File: config.mk
export PLATFORM = sky130hd
export DESIGN_NAME = arb_req_queue
export DESIGN_NICKNAME = d
export VERILOG_FILES = /design/src/rtl/arb_req_queue.sv
export SDC_FILE = /design/constraint.sdc
export NUM_CORES = 1
export LEC_CHECK = 0
export CAP_MARGIN = 20
export CORE_ASPECT_RATIO = 0.7
export CORE_MARGIN = 2
export CORE_UTILIZATION = 45
export CTS_BUF_LIST = sky130_fd_sc_hd__clkbuf_16
export DETAILED_ROUTE_END_ITERATION = 10
export GPL_TIMING_DRIVEN = 0
export PLACE_DENSITY_LB_ADDON = 0.12
export SETUP_SLACK_MARGIN = 0.2
export SYNTH_ARGS = -nofsm -noshare
export SYNTH_HDL_FRONTEND = slang
export SYNTH_SLANG_ARGS = --single-unit
File: constraint.sdc
create_clock -name clk -period 7.6 [get_ports clk]
set_input_delay 1.9 -clock clk [delete_from_list [all_inputs] [get_ports clk]]
set_output_delay 1.9 -clock clk [all_outputs]
set_load 0.02 [all_outputs]
File: src/rtl/arb_req_queue.sv
// arb_req_queue: per-client request FIFOs feeding a 4-client round-robin arbiter.
// Ports:
//   clk, rst         clock; asynchronous active-high reset
//   push, push_data  per-client enqueue strobes and data slices (slice i = [i*DATA_W +: DATA_W])
//   full, req        combinational from counts: FIFO i holds DEPTH entries / is non-empty
//   grant            one-hot or zero grant from the arbiter; pops the granted FIFO
//   out_valid/data/id  registered one-cycle strobe with the popped word and its client index
//   ovf_err, gnt_err sticky error flags: dropped push per client / illegal grant seen
module arb_req_queue #(
    parameter int NUM_CLIENTS = 4,
    parameter int DATA_W      = 8,
    parameter int DEPTH       = 4
) (
    input  logic                          clk,
    input  logic                          rst,
    input  logic [NUM_CLIENTS-1:0]        push,
    input  logic [NUM_CLIENTS*DATA_W-1:0] push_data,
    output logic [NUM_CLIENTS-1:0]        full,
    output logic [NUM_CLIENTS-1:0]        req,
    input  logic [NUM_CLIENTS-1:0]        grant,
    output logic                          out_valid,
    output logic [DATA_W-1:0]             out_data,
    output logic [1:0]                    out_id,
    output logic [NUM_CLIENTS-1:0]        ovf_err,
    output logic                          gnt_err
);
    localparam int AW = $clog2(DEPTH);

    logic [DATA_W-1:0]      mem_q [NUM_CLIENTS][DEPTH];
    logic [AW-1:0]          rp_q  [NUM_CLIENTS];
    logic [AW-1:0]          wp_q  [NUM_CLIENTS];
    logic [AW:0]            cnt_q [NUM_CLIENTS];
    logic [AW:0]            cnt_d [NUM_CLIENTS];
    logic [NUM_CLIENTS-1:0] pop, acc, ovf_err_q;
    logic                   onehot0, illegal, out_valid_q, gnt_err_q;
    logic [DATA_W-1:0]      pop_data, out_data_q;
    logic [1:0]             pop_id, out_id_q;

    assign onehot0 = (grant & (grant - 1'b1)) == '0;
    // A grant to an empty FIFO is illegal even when one-hot; it pops nothing anyway.
    assign illegal = !onehot0 || |(grant & ~req);
    assign pop     = grant & req & {NUM_CLIENTS{onehot0}};

    always_comb begin
        pop_id   = '0;
        pop_data = '0;
        for (int i = 0; i < NUM_CLIENTS; i++) begin
            req[i]   = cnt_q[i] != '0;
            full[i]  = cnt_q[i] == (AW+1)'(DEPTH);
            // A simultaneous pop frees the slot a push to a full FIFO needs.
            acc[i]   = push[i] && (!full[i] || pop[i]);
            cnt_d[i] = cnt_q[i] + (AW+1)'(acc[i]) - (AW+1)'(pop[i]);
            if (pop[i]) begin
                pop_id   = 2'(i);
                pop_data = mem_q[i][rp_q[i]];
            end
        end
    end

    // Storage needs no reset: counts and pointers alone define which entries are live.
    always_ff @(posedge clk)
        for (int i = 0; i < NUM_CLIENTS; i++)
            if (acc[i]) mem_q[i][wp_q[i]] <= push_data[i*DATA_W +: DATA_W];

    always_ff @(posedge clk or posedge rst) begin
        if (rst) begin
            for (int i = 0; i < NUM_CLIENTS; i++) begin
                rp_q[i]  <= '0;
                wp_q[i]  <= '0;
                cnt_q[i] <= '0;
            end
            ovf_err_q   <= '0;
            gnt_err_q   <= 1'b0;
            out_valid_q <= 1'b0;
            out_data_q  <= '0;
            out_id_q    <= '0;
        end else begin
            for (int i = 0; i < NUM_CLIENTS; i++) begin
                rp_q[i]  <= rp_q[i] + AW'(pop[i]);
                wp_q[i]  <= wp_q[i] + AW'(acc[i]);
                cnt_q[i] <= cnt_d[i];
            end
            ovf_err_q   <= ovf_err_q | (push & ~acc);
            gnt_err_q   <= gnt_err_q | illegal;
            out_valid_q <= |pop;
            if (|pop) begin
                out_data_q <= pop_data;
                out_id_q   <= pop_id;
            end
        end
    end

    assign out_valid = out_valid_q;
    assign out_data  = out_data_q;
    assign out_id    = out_id_q;
    assign ovf_err   = ovf_err_q;
    assign gnt_err   = gnt_err_q;
endmodule

==> qor.csv <==
stage,metric,value,unit
status,status,"finished, final reports clean",
synth,top cell type's share of synthesized area,55.0,%
clock_network,clock latency on the worst-skew pair,0.43,ns
setup_path,kind of critical path,in -> reg,
floorplan,Starting Density,45.5,%
sta,min Tclk post-route,4.53,ns
clock_network,# clock sinks,172,
global_routing,vias in the first global route,3796,
synth,syn nets,441,
placed_design,Placer Congestion,0.743,
power_and_ir_drop,Switching Share,30.2,%
setup_path,Worst R2R Start,cnt_q[1],
synth,post-synthesis sequential area ratio,70.8,%
setup_path,CP required,7.92,ns
global_routing,largest net degree at the start of global routing,40,
power_and_ir_drop,VDD IR max,0.169,mV
clock_network,hold-fix buffers at CTS,0,
synth,post-synthesis cell type count,38,
power_and_ir_drop,Gate power share,30.0,%
cells_and_area,area taken by multi-input logic gates,1900,µm²
sta,Worst Tran Pin Value,0.842,ns
clock_network,CTS Root Buffer Type,clkbuf_16,
power_and_ir_drop,internal power,2.26,mW
power_and_ir_drop,power density over cell area,379,nW/µm²
power_and_ir_drop,Psw,0.978,mW
drt,drt pass-1 iters,6,
clock_network,postcts setup bufs,0,
setup_path,r2r worst-path depth,10,
sta,Achievable Freq,0.221,GHz
sta,Final Max Tran Viols,0,
cells_and_area,final core occ,55.6,%
worst_hold_path,Hold Crit Class,reg -> reg,
setup_path,critical path capture point type,flip-flop,
synth,"FFs w/ async S/R, synth",25.6,%
power_and_ir_drop,Reg power frac,43.5,%
setup_path,Crit Path Max Fanout,9,
floorplan,die width,153,µm
setup_path,crit-path leading delay family,buffers and inverters,
sta,endpoints failing hold,0,
placed_design,DP Wirelength,9990,µm
setup_path,worst path bufs/invs,4,
sta,clock skew,0.0106,ns
synth,leading area contributor after synthesis,edfxtp_1,
sta,setup TNS,0,ns
clock_network,clock buffer count from CTS,17,
setup_path,CP cell instances,clkdlybuf4s50_1 > a211oi_2 > o21bai_1 > inv_1 > ha_1 > inv_1 > ha_1 > inv_1 > fa_1 > xnor2_1 > xnor2_1,
global_routing,Congestion Overflow GR,0,
synth,YS warnings,0,
floorplan,total die area,16500,µm²
synth,"flops & latches, synth",172,
global_routing,GR met1 Demand/Resource,25.9,%
global_routing,met2 GRT Util,27.4,%
clock_network,CTS tree,yes,
drt,DRC viols,0,
global_routing,met3 usage,5.13,%
placed_design,I/O Buffers,63,
setup_path,CP dominant cell by count,inv_1,
cells_and_area,Register Area,4940,µm²
synth,Mapped Area,6980,µm²
worst_hold_path,critical hold path startpoint,ovf_err[2],
synth,Synth Instances,381,
global_routing,initial antenna violation count,0,
setup_path,CP arrival,4.84,ns
sta,fin crit share,59.6,%
clock_network,CTS Buffer Depth,2,
clock_network,CTS H-tree depth,4,
clock_network,post_cts resized,0,
setup_path,max incr delay on CP,0.69,ns
cells_and_area,share of layout cells above drive strength 1,18.3,%
floorplan,IO Pins,66,
sta,RSZ-0062 raised after global routing,no,
worst_hold_path,WHS Endpoint,ovf_err[2],
cells_and_area,ANT cells,0,
synth,"top cells by area, synth","edfxtp_1 (55%), dfrtp_1 (16%), mux4_2 (10%)",
drt,Vias,3685,
floorplan,row cnt,38,
setup_path,Reg2Reg Setup Slack,4.69,ns
global_routing,GRT Overall Usage,18.2,%
sta,worst relative slew slack,43.6,%
power_and_ir_drop,LEAKAGE,3.11,nW
floorplan,chip height,108,µm
setup_path,Slowest cell on crit path,clkdlybuf4s50_1,
drt,number of vias per cell,5.36,
sta,final setup vio count,0,
global_routing,layer with the highest usage,met2,
power_and_ir_drop,clock group share of total power,26.5,%
global_routing,first-pass GRT wire length,21800,µm
cells_and_area,NumNets Final,534,
floorplan,Core Area,15400,µm²
worst_hold_path,hold path cells,1,
run,maxcap violations,0,
drt,First DRT Iteration DRCs,253,
drt,final wirelength,13800,µm
cells_and_area,Fillers,1224,
drt,antenna-violating nets left,0,
synth,Syn Area/Cell,18.3,µm²
setup_path,crit path from,grant[1],
setup_path,CP startpoint kind,input port,
setup_path,RR Endpoint,cnt_q[2],
clock_network,clock-pin slew on the worst setup and hold paths,0.06,ns
synth,Commonest cells post-synth,"edfxtp_1 (128), dfrtp_1 (44), mux4_2 (32)",
synth,Post-synth EDFFs,128,
drt,DR WL/cell,20.1,µm
cells_and_area,area grow syn2layout,22.3,%
synth,most frequent cell after synthesis,edfxtp_1,
synth,top_reg_cell synth,edfxtp_1,
-- power by group through the flow --
stage,Sequential (mW),Combinational (mW),Clock (mW)
global placement,1.42,0.952,0
floorplan,1.43,0.603,0
CTS,1.41,1.00,0.875
detailed placement,1.43,0.995,0
finish,1.41,0.973,0.858
global route,1.44,1.07,0.913
-- logic make-up (layout without fill, tap and decap cells) --
kind of cell               after synthesis  count (layout)  share of synthesized area [%]
xor gates and xnor gates                16              16                           2.01
muxes                                   32              32                           10.3
DFF                                    172             172                           70.8
and+or+nand+nor                         73              73                           6.56
buffers and inverters                   35             141                           2.08
AOI/OAI and AO/OA                       35              35                           4.59
adders and majority gates               18              18                           3.65
-- layout make-up --
| class | instances | area share [%] |
|---|---|---|
| tap | 200 | 2.93 |
| buffer | 13 | 0.732 |
| clock buffer | 17 | 4.98 |
| sequential | 172 | 57.9 |
| clock inverter | 15 | 1.85 |
| timing repair buffer | 74 | 8.38 |
| inverter | 22 | 0.967 |
| multi-input combinational | 174 | 22.3 |
-- metrics by stage --
| step | total power, mW | hold slack [ns] | area (µm²) | cells | worst slack [ns] |
|---|---|---|---|---|---|
| floorplan | 2.04 | 0.473 | 6980 | 381 | 3.49 |
| CTS | 3.29 | 0.458 | 8540 | 687 | 3.09 |
| detailed placement | 2.42 | 0.444 | 7960 | 655 | 2.64 |
| global placement | 2.37 | 0.439 | 7870 | 644 | 2.49 |
| finish | 3.24 | 0.455 | 8540 | 687 | 3.07 |
| global route | 3.42 | 0.474 | 8540 | 687 | 2.89 |
-- state kept, by name, indices dropped and copies added (netlist names) --
| name | flops |
|---|---|
| mem_q | 128 |
| cnt_q | 12 |
| out_data | 8 |
| rp_q | 8 |
| wp_q | 8 |
| ovf_err | 4 |
| out_id | 2 |
| gnt_err | 1 |
| out_valid | 1 |
-- worst max path at each step --
stage               slack, ns           to  cells after the start
floorplan                3.49     cnt_q[2]                     11
detailed placement       2.64     cnt_q[2]                     11
CTS                      3.09     cnt_q[2]                     11
finish                   3.07     cnt_q[2]                     11
global route             2.89     cnt_q[2]                     11
global placement         2.49  mem_q[1][8]                      5
-- layout by cell type, fill, tap and decap left out, types with 9 or more instances in the layout --
master	count
nand2_1	11
clkbuf_16	17
nor3b_1	10
clkdlybuf4s50_1	63
a211o_1	9
nand3_1	17
dfrtp_1	44
inv_1	23
ha_1	14
buf_2	9
edfxtp_1	128
mux4_2	32
-- layer usage --
metal | vias up | wire length (µm)
li1 | 1688 | -
met1 | 1913 | 6460
met2 | 68 | 6530
met3 | 16 | 641
met4 | 0 | 191
met5 | - | 0
Note: power is estimated with default switching activity, not from simulation.
